<file path="src/rtl/cbb_hakem_if.sv">
// rtl/cbb_hakem_if.sv - requester and CBB side signals of the cbb_hakem arbiter
interface cbb_hakem_if #(
  parameter int VERI_BIT = 32,
  parameter int KOD_BIT  = 4
);
  logic                bosalt_i;
  logic [1:0]          istek_i;
  logic [KOD_BIT-1:0]  kod0_i;
  logic [KOD_BIT-1:0]  kod1_i;
  logic [VERI_BIT-1:0] islec1_0_i;
  logic [VERI_BIT-1:0] islec2_0_i;
  logic [VERI_BIT-1:0] islec1_1_i;
  logic [VERI_BIT-1:0] islec2_1_i;
  logic [1:0]          kabul_o;
  logic [VERI_BIT-1:0] sonuc_o;
  logic [1:0]          sonuc_gecerli_o;
  logic                mesgul_o;
  logic                birim_istek_o;
  logic [KOD_BIT-1:0]  birim_kod_o;
  logic [VERI_BIT-1:0] birim_islec1_o;
  logic [VERI_BIT-1:0] birim_islec2_o;
  logic                birim_hazir_i;
  logic [VERI_BIT-1:0] birim_sonuc_i;
  logic                birim_sonuc_gecerli_i;
  logic                birim_iptal_o;

  // arbiter side
  modport slave (
    input  bosalt_i, istek_i, kod0_i, kod1_i,
    input  islec1_0_i, islec2_0_i, islec1_1_i, islec2_1_i,
    input  birim_hazir_i, birim_sonuc_i, birim_sonuc_gecerli_i,
    output kabul_o, sonuc_o, sonuc_gecerli_o, mesgul_o,
    output birim_istek_o, birim_kod_o, birim_islec1_o, birim_islec2_o, birim_iptal_o
  );

  // requesters plus CBB side
  modport master (
    output bosalt_i, istek_i, kod0_i, kod1_i,
    output islec1_0_i, islec2_0_i, islec1_1_i, islec2_1_i,
    output birim_hazir_i, birim_sonuc_i, birim_sonuc_gecerli_i,
    input  kabul_o, sonuc_o, sonuc_gecerli_o, mesgul_o,
    input  birim_istek_o, birim_kod_o, birim_islec1_o, birim_islec2_o, birim_iptal_o
  );
endinterface

</file>
<file path="src/rtl/cbb_hakem.sv">
// rtl/cbb_hakem.sv - two-port round-robin sequencer for a shared mul/div unit; optional result reuse under CBB_HAKEM_SONUC_TEKRAR_EN
module cbb_hakem #(
  parameter int VERI_BIT = 32,
  parameter int KOD_BIT  = 4
) (
  input logic       clk_i,
  input logic       rstn_i,
  cbb_hakem_if.slave bus
);
  localparam logic [2:0] BOSTA  = 3'd0;
  localparam logic [2:0] GONDER = 3'd1;
  localparam logic [2:0] BEKLE  = 3'd2;
  localparam logic [2:0] TESLIM = 3'd3;
  localparam logic [2:0] IPTAL  = 3'd4;
`ifdef CBB_HAKEM_SONUC_TEKRAR_EN
  localparam logic [2:0] TEKRAR = 3'd5;
`endif

  logic [2:0]          r_state;
  logic [2:0]          w_state_nx;
  logic                r_oncelik;
  logic                r_id;
  logic [KOD_BIT-1:0]  r_kod;
  logic [VERI_BIT-1:0] r_islec1;
  logic [VERI_BIT-1:0] r_islec2;
  logic [VERI_BIT-1:0] r_sonuc;

  logic                w_basla;
  logic                w_grant_id;
  logic [KOD_BIT-1:0]  w_kod;
  logic [VERI_BIT-1:0] w_islec1;
  logic [VERI_BIT-1:0] w_islec2;
  logic [1:0]          w_id_onehot;
  logic                w_kabul_en;

  // a new operation starts only from idle and never during a flush
  assign w_basla    = (r_state == BOSTA) && (|bus.istek_i) && !bus.bosalt_i;
  // on contention the priority bit decides, otherwise the lone requester wins
  assign w_grant_id = (bus.istek_i == 2'b11) ? r_oncelik : bus.istek_i[1];
  assign w_kod      = w_grant_id ? bus.kod1_i     : bus.kod0_i;
  assign w_islec1   = w_grant_id ? bus.islec1_1_i : bus.islec1_0_i;
  assign w_islec2   = w_grant_id ? bus.islec2_1_i : bus.islec2_0_i;
  assign w_id_onehot = r_id ? 2'b10 : 2'b01;

`ifdef CBB_HAKEM_SONUC_TEKRAR_EN
  logic                r_tv;
  logic [KOD_BIT-1:0]  r_tkod;
  logic [VERI_BIT-1:0] r_tislec1;
  logic [VERI_BIT-1:0] r_tislec2;
  logic [VERI_BIT-1:0] r_tsonuc;
  logic                w_hit;

  assign w_hit = r_tv && (w_kod == r_tkod) && (w_islec1 == r_tislec1) && (w_islec2 == r_tislec2);

  // remember the last operation that was actually delivered to its requester
  always_ff @(posedge clk_i or negedge rstn_i) begin
    if (!rstn_i) begin
      r_tv      <= 1'b0;
      r_tkod    <= '0;
      r_tislec1 <= '0;
      r_tislec2 <= '0;
      r_tsonuc  <= '0;
    end else if (r_state == TESLIM && !bus.bosalt_i) begin
      r_tv      <= 1'b1;
      r_tkod    <= r_kod;
      r_tislec1 <= r_islec1;
      r_tislec2 <= r_islec2;
      r_tsonuc  <= r_sonuc;
    end
  end

  assign w_kabul_en = !bus.bosalt_i &&
                      ((r_state == GONDER && bus.birim_hazir_i) || r_state == TEKRAR);
`else
  assign w_kabul_en = !bus.bosalt_i && (r_state == GONDER) && bus.birim_hazir_i;
`endif

  // next-state selection; flush always wins over progress
  always_comb begin
    w_state_nx = r_state;
    case (r_state)
      BOSTA: begin
`ifdef CBB_HAKEM_SONUC_TEKRAR_EN
        if (w_basla) w_state_nx = w_hit ? TEKRAR : GONDER;
`else
        if (w_basla) w_state_nx = GONDER;
`endif
      end
      GONDER: begin
        if (bus.bosalt_i)           w_state_nx = BOSTA;
        else if (bus.birim_hazir_i) w_state_nx = BEKLE;
      end
      BEKLE: begin
        if (bus.birim_sonuc_gecerli_i) w_state_nx = bus.bosalt_i ? BOSTA : TESLIM;
        else if (bus.bosalt_i)         w_state_nx = IPTAL;
      end
      TESLIM: w_state_nx = BOSTA;
      IPTAL: begin
        if (bus.birim_hazir_i) w_state_nx = BOSTA;
      end
`ifdef CBB_HAKEM_SONUC_TEKRAR_EN
      TEKRAR: w_state_nx = bus.bosalt_i ? BOSTA : TESLIM;
`endif
      default: w_state_nx = BOSTA;
    endcase
  end

  // state register
  always_ff @(posedge clk_i or negedge rstn_i) begin
    if (!rstn_i) r_state <= BOSTA;
    else         r_state <= w_state_nx;
  end

  // grant id and operands are frozen at grant so the CBB sees stable values
  always_ff @(posedge clk_i or negedge rstn_i) begin
    if (!rstn_i) begin
      r_id     <= 1'b0;
      r_kod    <= '0;
      r_islec1 <= '0;
      r_islec2 <= '0;
    end else if (w_basla) begin
      r_id     <= w_grant_id;
      r_kod    <= w_kod;
      r_islec1 <= w_islec1;
      r_islec2 <= w_islec2;
    end
  end

  // the served requester yields priority, even if its delivery was flushed
  always_ff @(posedge clk_i or negedge rstn_i) begin
    if (!rstn_i)                 r_oncelik <= 1'b0;
    else if (r_state == TESLIM)  r_oncelik <= ~r_id;
  end

  // result capture; a result arriving together with a flush is dropped
  always_ff @(posedge clk_i or negedge rstn_i) begin
    if (!rstn_i) begin
      r_sonuc <= '0;
    end else if (r_state == BEKLE && bus.birim_sonuc_gecerli_i && !bus.bosalt_i) begin
      r_sonuc <= bus.birim_sonuc_i;
`ifdef CBB_HAKEM_SONUC_TEKRAR_EN
    end else if (r_state == TEKRAR) begin
      r_sonuc <= r_tsonuc;
`endif
    end
  end

  assign bus.mesgul_o        = (r_state != BOSTA);
  assign bus.birim_istek_o   = (r_state == GONDER) && !bus.bosalt_i;
  assign bus.birim_kod_o     = r_kod;
  assign bus.birim_islec1_o  = r_islec1;
  assign bus.birim_islec2_o  = r_islec2;
  assign bus.kabul_o         = w_kabul_en ? w_id_onehot : 2'b00;
  assign bus.sonuc_o         = r_sonuc;
  assign bus.sonuc_gecerli_o = (r_state == TESLIM && !bus.bosalt_i) ? w_id_onehot : 2'b00;
  assign bus.birim_iptal_o   = (r_state == BEKLE) && bus.bosalt_i && !bus.birim_sonuc_gecerli_i;
endmodule

</file>
<file path="src/flat_wrapper.sv">
// flat-port wrapper written by rule: the top's interface ports become plain ports
module cbb_hakem_flat 
#(
  parameter int VERI_BIT = 32,
  parameter int KOD_BIT  = 4
)
  (clk_i, rstn_i, bus_bosalt_i, bus_istek_i, bus_kod0_i, bus_kod1_i, bus_islec1_0_i, bus_islec2_0_i, bus_islec1_1_i, bus_islec2_1_i, bus_birim_hazir_i, bus_birim_sonuc_i, bus_birim_sonuc_gecerli_i, bus_kabul_o, bus_sonuc_o, bus_sonuc_gecerli_o, bus_mesgul_o, bus_birim_istek_o, bus_birim_kod_o, bus_birim_islec1_o, bus_birim_islec2_o, bus_birim_iptal_o);
  cbb_hakem_if #(.VERI_BIT(VERI_BIT), .KOD_BIT(KOD_BIT)) bus_i ();
  input logic clk_i;
  input logic rstn_i;
  input wire logic [$bits(bus_i.bosalt_i)-1:0] bus_bosalt_i;
  input wire logic [$bits(bus_i.istek_i)-1:0] bus_istek_i;
  input wire logic [$bits(bus_i.kod0_i)-1:0] bus_kod0_i;
  input wire logic [$bits(bus_i.kod1_i)-1:0] bus_kod1_i;
  input wire logic [$bits(bus_i.islec1_0_i)-1:0] bus_islec1_0_i;
  input wire logic [$bits(bus_i.islec2_0_i)-1:0] bus_islec2_0_i;
  input wire logic [$bits(bus_i.islec1_1_i)-1:0] bus_islec1_1_i;
  input wire logic [$bits(bus_i.islec2_1_i)-1:0] bus_islec2_1_i;
  input wire logic [$bits(bus_i.birim_hazir_i)-1:0] bus_birim_hazir_i;
  input wire logic [$bits(bus_i.birim_sonuc_i)-1:0] bus_birim_sonuc_i;
  input wire logic [$bits(bus_i.birim_sonuc_gecerli_i)-1:0] bus_birim_sonuc_gecerli_i;
  output wire logic [$bits(bus_i.kabul_o)-1:0] bus_kabul_o;
  output wire logic [$bits(bus_i.sonuc_o)-1:0] bus_sonuc_o;
  output wire logic [$bits(bus_i.sonuc_gecerli_o)-1:0] bus_sonuc_gecerli_o;
  output wire logic [$bits(bus_i.mesgul_o)-1:0] bus_mesgul_o;
  output wire logic [$bits(bus_i.birim_istek_o)-1:0] bus_birim_istek_o;
  output wire logic [$bits(bus_i.birim_kod_o)-1:0] bus_birim_kod_o;
  output wire logic [$bits(bus_i.birim_islec1_o)-1:0] bus_birim_islec1_o;
  output wire logic [$bits(bus_i.birim_islec2_o)-1:0] bus_birim_islec2_o;
  output wire logic [$bits(bus_i.birim_iptal_o)-1:0] bus_birim_iptal_o;
  assign bus_i.bosalt_i = bus_bosalt_i;
  assign bus_i.istek_i = bus_istek_i;
  assign bus_i.kod0_i = bus_kod0_i;
  assign bus_i.kod1_i = bus_kod1_i;
  assign bus_i.islec1_0_i = bus_islec1_0_i;
  assign bus_i.islec2_0_i = bus_islec2_0_i;
  assign bus_i.islec1_1_i = bus_islec1_1_i;
  assign bus_i.islec2_1_i = bus_islec2_1_i;
  assign bus_i.birim_hazir_i = bus_birim_hazir_i;
  assign bus_i.birim_sonuc_i = bus_birim_sonuc_i;
  assign bus_i.birim_sonuc_gecerli_i = bus_birim_sonuc_gecerli_i;
  assign bus_kabul_o = bus_i.kabul_o;
  assign bus_sonuc_o = bus_i.sonuc_o;
  assign bus_sonuc_gecerli_o = bus_i.sonuc_gecerli_o;
  assign bus_mesgul_o = bus_i.mesgul_o;
  assign bus_birim_istek_o = bus_i.birim_istek_o;
  assign bus_birim_kod_o = bus_i.birim_kod_o;
  assign bus_birim_islec1_o = bus_i.birim_islec1_o;
  assign bus_birim_islec2_o = bus_i.birim_islec2_o;
  assign bus_birim_iptal_o = bus_i.birim_iptal_o;
  cbb_hakem #(.VERI_BIT(VERI_BIT), .KOD_BIT(KOD_BIT)) u_core (.clk_i(clk_i), .rstn_i(rstn_i), .bus(bus_i));
endmodule
</file>
<file path="config.mk">
export PLATFORM = sky130hd
export DESIGN_NAME = cbb_hakem_flat
export DESIGN_NICKNAME = d
export VERILOG_FILES = /design/src/rtl/cbb_hakem_if.sv /design/src/rtl/cbb_hakem.sv /design/src/flat_wrapper.sv
export SDC_FILE = /design/constraint.sdc
export NUM_CORES = 1
export LEC_CHECK = 0
export BUFFER_PORTS_ARGS = -buffer_cell sky130_fd_sc_hd__buf_2
export CAP_MARGIN = 25
export CORE_ASPECT_RATIO = 1.1
export CORE_MARGIN = 2
export CORE_UTILIZATION = 36
export CTS_CLUSTER_DIAMETER = 80
export CTS_CLUSTER_SIZE = 28
export DETAILED_ROUTE_END_ITERATION = 10
export GPL_ROUTABILITY_DRIVEN = 0
export GPL_TIMING_DRIVEN = 0
export PLACE_DENSITY = 0.77
export SYNTH_ARGS = -nofsm -noshare
export SYNTH_HDL_FRONTEND = slang
export SYNTH_SLANG_ARGS = --single-unit
</file>
<file path="constraint.sdc">
create_clock -name clk_i -period 2.8 [get_ports clk_i]
set_input_delay 0.28 -clock clk_i [delete_from_list [all_inputs] [get_ports clk_i]]
set_output_delay 0.28 -clock clk_i [all_outputs]
set_load 0.005 [all_outputs]
</file>
# Yosys cells after proc, flatten, opt, wreduce, memory -nomap -nowiden
# Index checks and enable logic that the tools add are counted.
# word_totals
register_bits	105
latchBits	0
ram_bits	0
romBits	0
input_bits	175
out_inout_bits	107
word_cells	47
memories	0
# classes
add_sub_neg	0
mul	0
div_mod_pow	0
magnitude_cmp	0
eq_ne	9
n_shift	0
n_mux	15
n_bitwise	1
n_reduce_logical	15
# op_table
cell	n
two-way mux 32 bit	2
two-way mux 3 bit	6
one-hot mux 3 bit (4 select lines)	1
logical AND 1 bit	9
two-way mux 2 bit	4
== test 3 x 2 -> 1 bit, second input constant	2
!= test 3 bit, second input constant	2
two-way mux 4 bit	1
AND reduction 4 bit	1
== test 3 x 1 -> 1 bit, second input constant	1
== test 3 bit, second input constant	1
logical NOT 3 bit	1
nonzero test 3 bit	1
== test 2 bit, second input constant	1
logical NOT 1 bit	2
!= test 2 x 1 -> 1 bit, second input constant	1
!= test 2 bit, second input constant	1
OR reduction 2 bit	1
two-way mux 1 bit	1
inverter 1 bit	1

# Longest topological paths before layout
# logic_depth
word_depth	5
ltp_mapped	6
mapped_depth_nobuf	3

# Worst setup path after synthesis
# Ideal clock, no wire load.
# synth_timing
kind	reg-to-reg
startpoint	register u_core.r_state[2]
endpoint	register u_core.r_sonuc[10], in the netlist u_core.bus.sonuc_o[10]
setup_ns	0.125
arrival_ns	1.600
required_time_ns	2.675
slack_ns	1.075
path_stages_with_launch	6
path_buffers	2
period_less_slack_ns	1.725
path_cell_list	dfrtp_1 -> buf_2 -> or3_4 -> nor2_2 -> buf_2 -> mux2_2
# synth_between
elab_chain_len	3
# synth_lines
item	line_no	source
start, declared	cbb_hakem.sv:19	logic [2:0] r_state;
start signal, assigned	cbb_hakem.sv:111	else r_state <= w_state_nx;
== test 3 x 2 -> 1 bit	cbb_hakem.sv:139	end else if (r_state == BEKLE && bus.birim_sonuc_gecerli_i && !bus.bosalt_i) begin
logical AND 1 bit (2 in series)	cbb_hakem.sv:139	
end signal, assigned	cbb_hakem.sv:140	r_sonuc <= bus.birim_sonuc_i;
end, declared	cbb_hakem.sv:26	logic [VERI_BIT-1:0] r_sonuc;
# No other way between the ends.
# A chain may end at the register's enable or synchronous reset.

# Final worst setup path
# layout_timing
startpoint	register u_core.r_state[2]
endpoint	register u_core.r_islec2[29], in the netlist u_core.bus.birim_islec2_o[29]
# layout_between
elab_chain_len	3
# layout_lines
item	line_no	source
logical NOT 3 bit	cbb_hakem.sv:37	assign w_basla = (r_state == BOSTA) && (|bus.istek_i) && !bus.bosalt_i;
logical AND 1 bit (2 in series)	cbb_hakem.sv:37	
end signal, assigned	cbb_hakem.sv:125	r_islec2 <= w_islec2;
end, declared	cbb_hakem.sv:25	logic [VERI_BIT-1:0] r_islec2;
# No other way between the ends.

==> results.py <==
metrics = {
    "die": {
        "initial_utilization_pct": 36.8,
        "core_area_sq_um": 12600,
        "rows": 43,
        "die_area_sq_um": 13800,
        "io_pins": 282,
        "die_y_um": 123,
        "dieWidth_um": 112,
    },
    "synthesis": {
        "ys_ff_latch": 105,
        "synth_ff_type": "dfrtp_1",
        "synth_fp_nets": 521,
        "synth_area_per_cell_sq_um": 13.4,
        "synthArstFlopShare_pct": 100,
        "postSynthCellCount": 346,
        "ys_warn_count": 0,
        "syn_area_sq_um": 4640,
        "synth-edff-count": 0,
        "synthDistinctLibCells": 33,
        "yosysSeqAreaShare_pct": 56.6,
    },
    "clock_tree": {
        "cts.path.max_buffers": 2,
        "cts_tree": "yes",
        "cts_buffers": 9,
        "cts_root_buffer": "clkbuf_16",
        "postCtsSetupBuffers": 0,
        "worstSkewPairLatency_ns": 0.33,
        "clk_pin_slew_ns": 0.07,
        "cts.sinks": 105,
        "h-tree-depth": 3,
    },
    "power": {
        "power_frac_comb_pct": 35.4,
        "clkPwrFrac_pct": 20.9,
        "p_seq_share_pct": 43.7,
        "p_int_mw": 3.85,
        "p_per_area_nw_per_um2": 853,
        "vdd_drop_max_mv": 0.430,
        "switchingPower_mw": 1.74,
        "p_leak_nw": 3.08,
        "switching_share_pct": 31.2,
    },
    "timing": {
        "hold_viol": 0,
        "max_freq_mhz": 459,
        "setup_tns_ns": 0,
        "report.final.slew_viol_count": 0,
        "skew_ns": 0.00882,
        "max_slew_margin_pct": 55.7,
        "min_period_over_period_pct": 77.8,
        "worst_pin_slew_ns": 0.664,
        "finalCriticalPeriod_ns": 2.18,
        "final-setup-viol-count": 0,
        "rsz0062_at_grt": "no",
    },
    "grt": {
        "grt_max_degree": 55,
        "global_route.overflow_total": 0,
        "first_global_vias": 4288,
        "grtUsageTotal_pct": 19.7,
        "antenna_found_initial": 0,
        "grt_pass1_wl_um": 21700,
    },
    "layout": {
        "final_cell_mix": "buf_2, dfrtp_1, o32ai_1",
        "final_util_pct": 52.1,
        "synthToLayoutAreaGrowth_pct": 41.5,
        "nNetsFinal": 815,
        "fill_cells": 1118,
        "drive_gt1_share_pct": 55.6,
        "antennaDiodeCount": 0,
        "final_common_cell": "buf_2",
    },
    "setup_path": {
        "critPathCaptureType": "flip-flop",
        "crit_type": "flip-flop to flip-flop",
        "slowest_delay_ns": 0.47,
        "worstPathArrival_ns": 2.38,
        "worstPathCellList": "buf_2 > or3_4 > nor2_1 > buf_2 > buf_2 > a2bb2oi_1",
        "cp_common_cell": "buf_2",
        "slowest_stage": "nor2_1",
        "crit_required_ns": 3.00,
        "critPathTopFamily": "simple AND/OR/NAND/NOR gates",
        "start_kind": "flip-flop",
        "cp_num_buf_inv": 3,
        "critPathMaxFanout": 10,
    },
    "run_status": {
        "status": "finished, final reports clean",
    },
    "routing": {
        "antenna_left": 0,
        "drcViolationCount": 0,
        "wl_per_cell_um": 17.9,
        "drt-total-wl_um": 14400,
        "via_per_inst": 5.43,
        "vias": 4352,
        "firstDrtPassIters": 4,
        "drt_iter0_markers": 242,
    },
    "placement": {
        "portBuffers": 281,
        "hpwl_um": 11200,
    },
    "flow_run": {
        "max-cap-violations": 0,
    },
    "worst_hold_path": {
        "hp-class": "primary input to flip-flop",
    },
}
-- state kept, by name, indices dropped and copies added, names as in the netlist --
register and cells:
u_core.r_id 1, u_core.bus.sonuc_o 32, u_core.bus.birim_islec2_o 32, u_core.bus.birim_kod_o 4
u_core.r_state 3, u_core.bus.birim_islec1_o 32, u_core.r_oncelik 1
-- worst paths after layout --
check | start | endpoint | slack (ns) | cells past startpoint
worst min-delay path | bus_birim_sonuc_i[28] | u_core.bus.sonuc_o[28] | 0.16 | 2
max in group asynchronous | rstn_i | u_core.bus.birim_islec1_o[28] | 1.58 | 3
worst max register to register | u_core.r_state[2] | u_core.bus.birim_islec2_o[29] | 0.62 | 6
worst min register to register | u_core.bus.sonuc_o[28] | u_core.bus.sonuc_o[28] | 0.49 | 1
worst max-delay path | u_core.r_state[2] | u_core.bus.birim_islec2_o[29] | 0.62 | 6
min in group asynchronous | rstn_i | u_core.bus.birim_islec1_o[9] | 0.54 | 2
-- metrics by stage --
step           setup slack, ns  hold WS [ns]  area [sq um]  power, mW  cells
6_report                 0.620         0.160          6560       5.60    801
4_1_cts                  0.552         0.147          6560       5.66    801
3_5_place_dp             0.573         0.350          6270       4.47    785
5_1_grt                  0.406         0.152          6560       5.95    801
2_1_floorplan             1.08       -0.0156          4640       3.44    346
3_3_place_gp             0.428         0.467          6240       4.39    784
-- metal layers --
metal  share of wire (%)  global-route usage, %  routed length, um  vias up
met5                   0                      0                  0        -
met2                  51                   34.1               7370      194
met1                  41                   25.4               5830     2141
met4                 1.5                   5.34                217        0
met3                 6.5                   3.92                939       18
li1                    -                      -                  -     1999
-- layout make-up --
cell class              instances  area, sq um  area share [%]
inverters                       2         7.51           0.114
repair buffers                283         1450            22.0
well taps                     157          196            2.99
multi-input cells             197         1810            27.6
flip-flops and latches        105         2630            40.0
clock buffers                  11          253            3.85
clock inverters                 4         28.8           0.439
plain buffers                  42          189            2.88
-- logic make-up after synthesis --
group           after synthesis  share of synthesized area [%]
mux                          33                           8.01
compound gates              143                           28.1
simple gates                 21                           3.02
buf+inv                      44                           4.23
flops                       105                           56.6
-- synth_stat cells, drive strengths merged (2+ instances only) --
cell	n	area, sq um
dfrtp	105	2630
a2bb2oi	68	658
o32ai	68	596
mux2	33	372
clkbuf	26	97.6
buf	16	91.3
nor2	6	25.0
nand2	3	11.3
nor4b	2	17.5
or3	2	17.5
-- repair_timing --
item                                    CTS  global route
resized for setup                         0             0
hold endpoints to repair                  9             0
hold buffers                              1             0
endpoints found under the setup margin    0             0
-- power groups by stage --
stage                     Sequential, mW  Clock, mW  Combinational [mW]
final                               2.45       1.17                1.98
after global routing                2.51       1.27                2.17
after CTS                           2.44       1.20                2.01
after detailed placement            2.46          0                2.01
after global placement              2.44          0                1.95
after floorplan                     2.48          0               0.966
Power figures use the tool's default switching activity.
